--- src/rtl/mem_port_arbiter_if.sv ---
// ---------------------------------------------------------------------------
// mem_port_arbiter_if
// Bundles every signal that passes between mem_port_arbiter and the blocks
// around it: the three requesters (I-cache fill, D-cache fill, store
// write-through), the 4-cycle main memory, the cache fill write port and the
// pipeline stall/status flags.
//
// Modports:
//   slave  - the arbiter side: takes requests and memory read data, and
//            drives the memory strobes, fill port, done pulses and stalls.
//   master - the environment side (caches, pipeline, memory), mirror image.
//
// Parameters:
//   ADDR_W - address width
//   DATA_W - data word width
//   WORDS  - words per cache block (power of 2, at least 2)
// ---------------------------------------------------------------------------
interface mem_port_arbiter_if #(
  parameter int ADDR_W = 16,
  parameter int DATA_W = 16,
  parameter int WORDS  = 8
);
  localparam int WL = $clog2(WORDS);

  // requesters
  logic              i_req;
  logic [ADDR_W-1:0] i_addr;
  logic              d_req;
  logic [ADDR_W-1:0] d_addr;
  logic              st_req;
  logic [ADDR_W-1:0] st_addr;
  logic [DATA_W-1:0] st_data;

  // main memory
  logic [ADDR_W-1:0] mem_addr;
  logic [DATA_W-1:0] mem_wdata;
  logic              mem_enable;
  logic              mem_wr;
  logic [DATA_W-1:0] mem_rdata;
  logic              mem_valid;

  // cache fill write port
  logic [DATA_W-1:0] fill_data;
  logic [WL-1:0]     fill_word;
  logic              fill_we_i;
  logic              fill_we_d;

  // completion pulses and pipeline flags
  logic              i_done;
  logic              d_done;
  logic              st_ack;
  logic              f_stall;
  logic              m_stall;
  logic              busy;

  modport slave (
    input  i_req, i_addr, d_req, d_addr, st_req, st_addr, st_data,
    input  mem_rdata, mem_valid,
    output mem_addr, mem_wdata, mem_enable, mem_wr,
    output fill_data, fill_word, fill_we_i, fill_we_d,
    output i_done, d_done, st_ack, f_stall, m_stall, busy
  );

  modport master (
    output i_req, i_addr, d_req, d_addr, st_req, st_addr, st_data,
    output mem_rdata, mem_valid,
    input  mem_addr, mem_wdata, mem_enable, mem_wr,
    input  fill_data, fill_word, fill_we_i, fill_we_d,
    input  i_done, d_done, st_ack, f_stall, m_stall, busy
  );
endinterface

--- src/rtl/mem_port_arbiter.sv ---
// ---------------------------------------------------------------------------
// mem_port_arbiter
// Shares the single main memory (fixed 4-cycle read latency) between the
// I-cache block fill, the D-cache block fill and the store write-through.
// One requester is granted at a time. A fill issues WORDS consecutive word
// reads of the block while the returning words are steered into the owning
// cache; a store is a single write cycle. Done/ack pulses and stall flags go
// back to the pipeline.
//
// Ports:
//   clk - clock, rising edge
//   rst - asynchronous active-high reset
//   bus - mem_port_arbiter_if.slave: requests, memory port, fill port,
//         done/ack pulses, f_stall / m_stall / busy
//
// Build option:
//   ARB_RR_EN - when defined, IDLE arbitration is round-robin over {I, D, ST}
//               using a last-served pointer. When undefined, fixed priority
//               I > D > ST and no pointer register exists.
// ---------------------------------------------------------------------------
module mem_port_arbiter #(
  parameter int ADDR_W = 16,
  parameter int DATA_W = 16,
  parameter int WORDS  = 8
) (
  input logic               clk,
  input logic               rst,
  mem_port_arbiter_if.slave bus
);

  localparam int WL = $clog2(WORDS);
  // counters must reach WORDS itself, hence one extra bit
  localparam int CW = WL + 1;
  // byte offset bits inside a block (2-byte word stride)
  localparam int OW = WL + 1;
  localparam logic [CW-1:0] CNT_FULL = CW'(WORDS);
  localparam logic [CW-1:0] CNT_LAST = CW'(WORDS - 1);

  typedef enum logic [1:0] {
    IDLE,
    FILL,
    DONE,
    STORE
  } state_e;

  state_e            state_q, state_d;
  logic [CW-1:0]     issue_q, issue_d;
  logic [CW-1:0]     recv_q, recv_d;
  logic [ADDR_W-1:0] base_q, base_d;
  logic              owner_i_q, owner_i_d;
  logic [2:0]        mask_q, mask_d;

  logic [2:0]        req_elig;
  logic [2:0]        grant;

  logic [ADDR_W-1:0] mem_addr_c;
  logic [DATA_W-1:0] mem_wdata_c;
  logic              mem_enable_c;
  logic              mem_wr_c;
  logic [DATA_W-1:0] fill_data_c;
  logic [WL-1:0]     fill_word_c;
  logic              fill_we_i_c;
  logic              fill_we_d_c;
  logic              i_done_c;
  logic              d_done_c;
  logic              st_ack_c;

  function automatic logic [ADDR_W-1:0] block_base(input logic [ADDR_W-1:0] a);
    return {a[ADDR_W-1:OW], {OW{1'b0}}};
  endfunction

  // A requester keeps its req high for one cycle after its done/ack pulse,
  // so the class just served is masked for the IDLE cycle that follows.
  assign req_elig = {bus.st_req, bus.d_req, bus.i_req} & ~mask_q;

`ifdef ARB_RR_EN
  typedef enum logic [1:0] {
    CLS_I,
    CLS_D,
    CLS_ST
  } cls_e;

  cls_e last_q, last_d;

  // Round-robin: search starts at the class after the one served last.
  always_comb begin
    grant = 3'b000;
    case (last_q)
      CLS_I: begin
        if (req_elig[1])      grant = 3'b010;
        else if (req_elig[2]) grant = 3'b100;
        else if (req_elig[0]) grant = 3'b001;
      end
      CLS_D: begin
        if (req_elig[2])      grant = 3'b100;
        else if (req_elig[0]) grant = 3'b001;
        else if (req_elig[1]) grant = 3'b010;
      end
      default: begin
        if (req_elig[0])      grant = 3'b001;
        else if (req_elig[1]) grant = 3'b010;
        else if (req_elig[2]) grant = 3'b100;
      end
    endcase
  end

  // The pointer moves only when a grant is actually taken in IDLE.
  always_comb begin
    last_d = last_q;
    if (state_q == IDLE) begin
      if (grant[0])      last_d = CLS_I;
      else if (grant[1]) last_d = CLS_D;
      else if (grant[2]) last_d = CLS_ST;
    end
  end

  // Starts at ST so that I wins the first arbitration after reset.
  always_ff @(posedge clk or posedge rst) begin
    if (rst) begin
      last_q <= CLS_ST;
    end else begin
      last_q <= last_d;
    end
  end
`else
  // Fixed priority: instruction fill, then data fill, then store.
  always_comb begin
    grant = 3'b000;
    if (req_elig[0])      grant = 3'b001;
    else if (req_elig[1]) grant = 3'b010;
    else if (req_elig[2]) grant = 3'b100;
  end
`endif

  // Next-state and output decode. Issue and receive run independently in
  // FILL: reads go out back to back while earlier words are still coming
  // back, and the block is finished by the last returning word.
  always_comb begin
    state_d      = state_q;
    issue_d      = issue_q;
    recv_d       = recv_q;
    base_d       = base_q;
    owner_i_d    = owner_i_q;
    mask_d       = mask_q;
    mem_addr_c   = '0;
    mem_wdata_c  = '0;
    mem_enable_c = 1'b0;
    mem_wr_c     = 1'b0;
    fill_data_c  = '0;
    fill_word_c  = '0;
    fill_we_i_c  = 1'b0;
    fill_we_d_c  = 1'b0;
    i_done_c     = 1'b0;
    d_done_c     = 1'b0;
    st_ack_c     = 1'b0;

    case (state_q)
      IDLE: begin
        mask_d = 3'b000;
        if (grant[0]) begin
          state_d   = FILL;
          owner_i_d = 1'b1;
          base_d    = block_base(bus.i_addr);
        end else if (grant[1]) begin
          state_d   = FILL;
          owner_i_d = 1'b0;
          base_d    = block_base(bus.d_addr);
        end else if (grant[2]) begin
          state_d = STORE;
        end
      end

      FILL: begin
        if (issue_q < CNT_FULL) begin
          mem_enable_c = 1'b1;
          mem_addr_c   = base_q | {{(ADDR_W-OW){1'b0}}, issue_q[WL-1:0], 1'b0};
          issue_d      = issue_q + 1'b1;
        end
        if (bus.mem_valid && (recv_q < CNT_FULL)) begin
          fill_data_c = bus.mem_rdata;
          fill_word_c = recv_q[WL-1:0];
          fill_we_i_c = owner_i_q;
          fill_we_d_c = ~owner_i_q;
          recv_d      = recv_q + 1'b1;
          if (recv_q == CNT_LAST) begin
            state_d = DONE;
          end
        end
      end

      DONE: begin
        i_done_c = owner_i_q;
        d_done_c = ~owner_i_q;
        issue_d  = '0;
        recv_d   = '0;
        mask_d   = owner_i_q ? 3'b001 : 3'b010;
        state_d  = IDLE;
      end

      STORE: begin
        mem_enable_c = 1'b1;
        mem_wr_c     = 1'b1;
        mem_addr_c   = bus.st_addr;
        mem_wdata_c  = bus.st_data;
        st_ack_c     = 1'b1;
        mask_d       = 3'b100;
        state_d      = IDLE;
      end

      default: begin
        state_d = IDLE;
      end
    endcase
  end

  // State and datapath registers; reset abandons any burst in flight.
  always_ff @(posedge clk or posedge rst) begin
    if (rst) begin
      state_q   <= IDLE;
      issue_q   <= '0;
      recv_q    <= '0;
      base_q    <= '0;
      owner_i_q <= 1'b0;
      mask_q    <= 3'b000;
    end else begin
      state_q   <= state_d;
      issue_q   <= issue_d;
      recv_q    <= recv_d;
      base_q    <= base_d;
      owner_i_q <= owner_i_d;
      mask_q    <= mask_d;
    end
  end

  assign bus.mem_addr   = mem_addr_c;
  assign bus.mem_wdata  = mem_wdata_c;
  assign bus.mem_enable = mem_enable_c;
  assign bus.mem_wr     = mem_wr_c;
  assign bus.fill_data  = fill_data_c;
  assign bus.fill_word  = fill_word_c;
  assign bus.fill_we_i  = fill_we_i_c;
  assign bus.fill_we_d  = fill_we_d_c;
  assign bus.i_done     = i_done_c;
  assign bus.d_done     = d_done_c;
  assign bus.st_ack     = st_ack_c;
  assign bus.f_stall    = bus.i_req & ~i_done_c;
  assign bus.m_stall    = (bus.d_req & ~d_done_c) | (bus.st_req & ~st_ack_c);
  assign bus.busy       = (state_q != IDLE);

endmodule

--- src/flat_wrapper.sv ---
// flat-port wrapper written by rule: the top's interface ports become plain ports
module mem_port_arbiter_flat 
#(
  parameter int ADDR_W = 16,
  parameter int DATA_W = 16,
  parameter int WORDS  = 8
)
  (clk, rst, bus_i_req, bus_i_addr, bus_d_req, bus_d_addr, bus_st_req, bus_st_addr, bus_st_data, bus_mem_rdata, bus_mem_valid, bus_mem_addr, bus_mem_wdata, bus_mem_enable, bus_mem_wr, bus_fill_data, bus_fill_word, bus_fill_we_i, bus_fill_we_d, bus_i_done, bus_d_done, bus_st_ack, bus_f_stall, bus_m_stall, bus_busy);
  mem_port_arbiter_if #(.ADDR_W(ADDR_W), .DATA_W(DATA_W), .WORDS(WORDS)) bus_i ();
  input logic clk;
  input logic rst;
  input wire logic [$bits(bus_i.i_req)-1:0] bus_i_req;
  input wire logic [$bits(bus_i.i_addr)-1:0] bus_i_addr;
  input wire logic [$bits(bus_i.d_req)-1:0] bus_d_req;
  input wire logic [$bits(bus_i.d_addr)-1:0] bus_d_addr;
  input wire logic [$bits(bus_i.st_req)-1:0] bus_st_req;
  input wire logic [$bits(bus_i.st_addr)-1:0] bus_st_addr;
  input wire logic [$bits(bus_i.st_data)-1:0] bus_st_data;
  input wire logic [$bits(bus_i.mem_rdata)-1:0] bus_mem_rdata;
  input wire logic [$bits(bus_i.mem_valid)-1:0] bus_mem_valid;
  output wire logic [$bits(bus_i.mem_addr)-1:0] bus_mem_addr;
  output wire logic [$bits(bus_i.mem_wdata)-1:0] bus_mem_wdata;
  output wire logic [$bits(bus_i.mem_enable)-1:0] bus_mem_enable;
  output wire logic [$bits(bus_i.mem_wr)-1:0] bus_mem_wr;
  output wire logic [$bits(bus_i.fill_data)-1:0] bus_fill_data;
  output wire logic [$bits(bus_i.fill_word)-1:0] bus_fill_word;
  output wire logic [$bits(bus_i.fill_we_i)-1:0] bus_fill_we_i;
  output wire logic [$bits(bus_i.fill_we_d)-1:0] bus_fill_we_d;
  output wire logic [$bits(bus_i.i_done)-1:0] bus_i_done;
  output wire logic [$bits(bus_i.d_done)-1:0] bus_d_done;
  output wire logic [$bits(bus_i.st_ack)-1:0] bus_st_ack;
  output wire logic [$bits(bus_i.f_stall)-1:0] bus_f_stall;
  output wire logic [$bits(bus_i.m_stall)-1:0] bus_m_stall;
  output wire logic [$bits(bus_i.busy)-1:0] bus_busy;
  assign bus_i.i_req = bus_i_req;
  assign bus_i.i_addr = bus_i_addr;
  assign bus_i.d_req = bus_d_req;
  assign bus_i.d_addr = bus_d_addr;
  assign bus_i.st_req = bus_st_req;
  assign bus_i.st_addr = bus_st_addr;
  assign bus_i.st_data = bus_st_data;
  assign bus_i.mem_rdata = bus_mem_rdata;
  assign bus_i.mem_valid = bus_mem_valid;
  assign bus_mem_addr = bus_i.mem_addr;
  assign bus_mem_wdata = bus_i.mem_wdata;
  assign bus_mem_enable = bus_i.mem_enable;
  assign bus_mem_wr = bus_i.mem_wr;
  assign bus_fill_data = bus_i.fill_data;
  assign bus_fill_word = bus_i.fill_word;
  assign bus_fill_we_i = bus_i.fill_we_i;
  assign bus_fill_we_d = bus_i.fill_we_d;
  assign bus_i_done = bus_i.i_done;
  assign bus_d_done = bus_i.d_done;
  assign bus_st_ack = bus_i.st_ack;
  assign bus_f_stall = bus_i.f_stall;
  assign bus_m_stall = bus_i.m_stall;
  assign bus_busy = bus_i.busy;
  mem_port_arbiter #(.ADDR_W(ADDR_W), .DATA_W(DATA_W), .WORDS(WORDS)) u_core (.clk(clk), .rst(rst), .bus(bus_i));
endmodule
--- config.mk ---
export PLATFORM = sky130hd
export DESIGN_NAME = mem_port_arbiter_flat
export DESIGN_NICKNAME = d
export VERILOG_FILES = /design/src/rtl/mem_port_arbiter_if.sv /design/src/rtl/mem_port_arbiter.sv /design/src/flat_wrapper.sv
export SDC_FILE = /design/constraint.sdc
export NUM_CORES = 1
export LEC_CHECK = 0
export BUFFER_PORTS_ARGS = -buffer_cell sky130_fd_sc_hd__buf_2
export CELL_PAD_IN_SITES_DETAIL_PLACEMENT = 0
export CELL_PAD_IN_SITES_GLOBAL_PLACEMENT = 1
export CORE_UTILIZATION = 29
export DETAILED_ROUTE_END_ITERATION = 8
export PLACE_DENSITY = 0.85
export SYNTH_ARGS = -nofsm -noshare
export SYNTH_HDL_FRONTEND = slang
export SYNTH_SLANG_ARGS = --single-unit
--- constraint.sdc ---
create_clock -name clk -period 2.63 [get_ports clk]
set_clock_uncertainty 0.15 [all_clocks]
set_input_delay 0.789 -clock clk [delete_from_list [all_inputs] [get_ports clk]]
set_output_delay 0.789 -clock clk [all_outputs]
set_load 0.02 [all_outputs]
; Word-level counts from Yosys, hierarchy flattened
; Cells that the tools add are included.
[word_totals]
latchBits = 0
output_inout_bits = 61
ram_bits = 0
reg_bits = 30
word_cells = 75
rom_bits = 0
memories = 0
[classes]
div_mod_pow = 0
addsub = 2
n_eq_ne = 8
magnitude_cmp = 2
multipliers = 0
n_shift = 0
n_mux = 35
reduce_logical = 11
n_bitwise = 11
[ops]
columns = cell, n
row1 = 2-to-1 mux 16 bit, 6
row2 = case mux 16 bit (2 select lines), 1
row3 = bitwise OR 16 x 4 -> 16 bit, 1
row4 = case mux 4 bit (2 select lines), 2
row5 = 2-to-1 mux 3 bit, 5
row6 = 2-to-1 mux 2 bit, 6
row7 = 2-to-1 mux 1 bit, 10
row8 = case mux 3 bit (3 select lines), 1
row9 = adder 4 x 1 -> 4 bit (second input constant), 2
row10 = less-than comparator 4 bit (second input constant), 2
row11 = 2-to-1 mux 4 bit, 2
row12 = != test 2 x 1 -> 1 bit (second input constant), 3
row13 = case mux 2 bit (3 select lines), 1
row14 = AND reduction 2 bit, 3
row15 = nonzero test 2 bit, 3
row16 = == test 2 bit (second input constant), 2
row17 = == test 4 x 3 -> 1 bit (second input constant), 1
row18 = != test 4 x 1 -> 1 bit (second input constant), 1
row19 = NOT 1 bit, 4
row20 = AND 1 bit, 3
row21 = AND 3 bit, 1
row22 = NOT 3 bit, 1
row23 = AND reduction 3 bit, 1
row24 = nonzero test 3 bit, 1
row25 = 6 further kinds, 6

; Logic depth before layout (Yosys ltp)
[depth]
word_depth = 9
depth_mapped = 5

; Worst setup path before layout
; No wires, ideal clock.
[synth_timing]
path_kind = input-to-output
startpoint = input port bus_mem_valid
endpoint = output port bus_fill_data[10]
stages = 3
arrival_time_ps = 1495
slack_ps = 196
path_cell_list = and4bb_1 > clkbuf_1 > and2_1
[synth_via]
elab_chain_len = 3
[synth_lines]
columns = item, line_no
row1 = start: declaration, flat_wrapper.sv:20  ; input wire logic [$bits(bus_i.mem_valid)-1:0] bus_mem_valid;
row2 = logical AND 1 bit, mem_port_arbiter.sv:179  ; if (bus.mem_valid && (recv_q < CNT_FULL)) begin
row3 = 2-to-1 mux 16 bit, mem_port_arbiter.sv:179
row4 = 2-to-1 mux 16 bit, mem_port_arbiter.sv:157  ; case (state_q)
row5 = end: declaration, flat_wrapper.sv:25  ; output wire logic [$bits(bus_i.fill_data)-1:0] bus_fill_data;
; No other way between the ends.

; Worst setup path after layout
[layout_timing]
startpoint = input port bus_mem_valid
endpoint = output port bus_fill_word[1]
[layout_via]
elab_chain_len = 3
[layout_lines]
columns = item, line_no
row1 = logical AND 1 bit, mem_port_arbiter.sv:179
row2 = 2-to-1 mux 3 bit, mem_port_arbiter.sv:179
row3 = 2-to-1 mux 3 bit, mem_port_arbiter.sv:157
row4 = end: declaration, flat_wrapper.sv:26  ; output wire logic [$bits(bus_i.fill_word)-1:0] bus_fill_word;
; No other way between the ends.

==> metrics.txt <==
initial antenna violation count=0; syn avg cell area=10.4 sq um; first-pass GRT wire length=7.18 mm; initial core utilization=30.3%; Syn. warnings=0; DRT Pass-1 Iters=4; count of different cell masters after synthesis=38; Final period util=96.7%; delay of the slowest critical-path stage=0.37 ns; Crit path max-delay family=simple AND/OR/NAND/NOR gates; post-layout minimum cycle time=2.54 ns; worst path required time=1.69 ns; total number of vias=1786; CP endpoint kind=output port; Max H-tree Level=1; die area=6590 sq um; P_leak=1.53 nW; Die Height=81.2 um; Clk Latency, worst-skew pair=0.26 ns; total CTS buffers=3; Area contributors post-synth=dfrtp_1 36%, mux2_2 9.3%, mux2_4 7.4%; Core ar.=5990 sq um; Placement Setup Slack=-0.149 ns; Seq/Total Area, Yosys=35.8%; grt total ovfl=0; RSZ-0062 raised after global routing=no; row cnt=28; TritonCTS clock tree=yes; Post-Route WL=4.61 mm; hold_buf cts=0; most frequent cell after synthesis=dfrtp_1; port bufs=138; vias per cell=4.65; peak supply drop=0.386 mV; clock sink count=26; status=complete, no violations; #FFs+latches synth=26; Antenna Nets Post-Route=0; DRC Markers=0; share of layout cells above drive strength 1=58.6%; Post CTS Setup Buffer Count=0; clock root cell=clkbuf_8; fin cells=384; synthesized instance count=174; critical path class=input port to output port; crit path DAT=1.60 ns; starting DRC count in detailed routing=54; Mapped Area=1820 sq um; final instance area=2620 sq um; Crit-path slowest cell=and4bb_4; GP Congestion=0.763; # fillers=596; ys flop type=dfrtp_1; Clock Path Buffers=2; placed insts=380; area leader, netlist=dfrtp_1; total track usage=13.8%; maximum clock frequency=393 MHz; Syn-to-layout area delta=44.3%; asr flop ratio synth=100%; Worst-path clk slew=0.09 ns; Max FO, Critical Path=22; CP startpoint kind=input port; Die X=81.2 um; hpwl dp=3.53 mm; Max-cap violations=0; Placed Instance Area=2560 sq um; WHS=0.330 ns; Cell Chain, Critical Path=buf_2, and4bb_4, and2_1, buf_2; final layout net count=398; Slew headroom=61.5%; vias in the first global route=1603; mean routed wirelength per cell=12.0 um; Hold WC Path Type=flip-flop to flip-flop; Post-synth EDFFs=0; final core occ=43.8%; Pwr per Cell Area=918 nW/um^2; PnR worst setup slack=0.0872 ns; final number of setup-violating endpoints=0; synth cell count leaders=26 x dfrtp_1, 21 x and2_1, 17 x and3_1; Final Hold Viols=0; worst-margin pin slew=0.576 ns; Pins Over Slew Limit=0; largest net degree at the start of global routing=27; Synth top area share=35.8%; # IOs=147; Synthesized Nets=262; Worst Path Buf+Inv=2; most used cell, CP=buf_2; diode count=0
==> power breakdown <==
| group | leakage, nW | total, mW | internal, mW | switching, mW |
|---|---|---|---|---|
| registers | 0.318 | 0.723 | 0.583 | 0.139 |
| clock network | 0.0288 | 0.253 | 0.134 | 0.120 |
| logic | 1.18 | 1.43 | 0.671 | 0.759 |
| total | 1.53 | 2.41 | 1.39 | 1.02 |
==> state kept, by name, summed over array words and instances, names as in the netlist <==
register	count
u_core.recv_q	4
u_core.state_q	2
u_core.mask_q	3
u_core.issue_q	4
u_core.base_q	12
u_core.owner_i_q	1
==> worst reg2reg max path, delay by kind of cell, from the launching register on <==
| family | cells | cell delay (ns) |
|---|---|---|
| buf+inv | 1 | 0.23 |
| flops | 1 | 0.44 |
| compound gates | 1 | 0.47 |
| mux | 1 | 0.40 |
| simple gates | 1 | 0.28 |
==> cells by family after synthesis <==
kind of cell | Yosys count | synth area share [%]
AO/OA/AOI/OAI | 30 | 13.4
adder cells (fa/ha/maj) | 2 | 1.38
buffers and inverters | 19 | 6.82
flip-flops | 26 | 35.8
multiplexers | 26 | 17.8
AND/OR/NAND/NOR | 71 | 24.7
==> path summary, 6_finish.rpt <==
path                                    from           endpoint  cells after the start  slack [ns]
min reg2reg                 u_core.mask_q[1]   u_core.mask_q[1]                      1        0.33
max                            bus_mem_valid   bus_fill_word[1]                      4        0.09
min in group asynchronous                rst   u_core.recv_q[3]                      3        0.42
max reg2reg                u_core.state_q[0]  u_core.base_q[14]                      4        0.55
min                         u_core.mask_q[1]   u_core.mask_q[1]                      1        0.33
max in group asynchronous                rst  u_core.issue_q[1]                      3        1.67
==> per-layer routing <==
metal | global-route usage [%] | part of all wire, %
met2 | 24.5 | 48
met4 | 3.21 | 0.48
met1 | 17.0 | 43
met5 | 0 | 0
met3 | 3.15 | 7.8
==> metrics by stage <==
stage	TNS, ns	power [mW]
2_1_floorplan	0	1.80
5_1_grt	0	2.59
6_report	0	2.41
4_1_cts	0	2.43
3_5_place_dp	-1.90	2.17
3_3_place_gp	-1.15	2.13
==> final cells by class <==
cell class              count  area, sq um  share of cell area [%]
repair buffers            147          762                    29.1
well taps                  75         93.8                    3.58
inverters                   3         11.3                   0.430
multi-input cells         129         1050                    40.0
clock buffers               4         55.1                    2.10
flip-flops and latches     26          651                    24.8
==> what timing repair did <==
item,in CTS,in global routing
resized for setup,2,2
setup endpoints to repair,19,10
hold endpoints to repair,0,0
pin swaps,0,0
==> cells in the final DEF, fill, tap and decap left out, types with 2 or more instances in the layout <==
master | netlist | routed
a21o_1 | 3 | 3
a22o_1 | 15 | 15
and2_1 | 21 | 21
and3_1 | 17 | 17
buf_2 | 2 | 138
buf_4 | 3 | 8
clkbuf_8 | 0 | 4
dfrtp_1 | 26 | 26
ha_1 | 2 | 2
inv_1 | 3 | 3
mux2_2 | 15 | 15
mux2_4 | 9 | 9
mux2i_1 | 2 | 2
nand2_1 | 8 | 8
nand2b_1 | 5 | 5
nand3_1 | 4 | 4
nand3b_1 | 2 | 2
nor2_1 | 5 | 4
nor2b_1 | 2 | 2
o21ai_0 | 3 | 3
(Power assumes the default switching activity.)
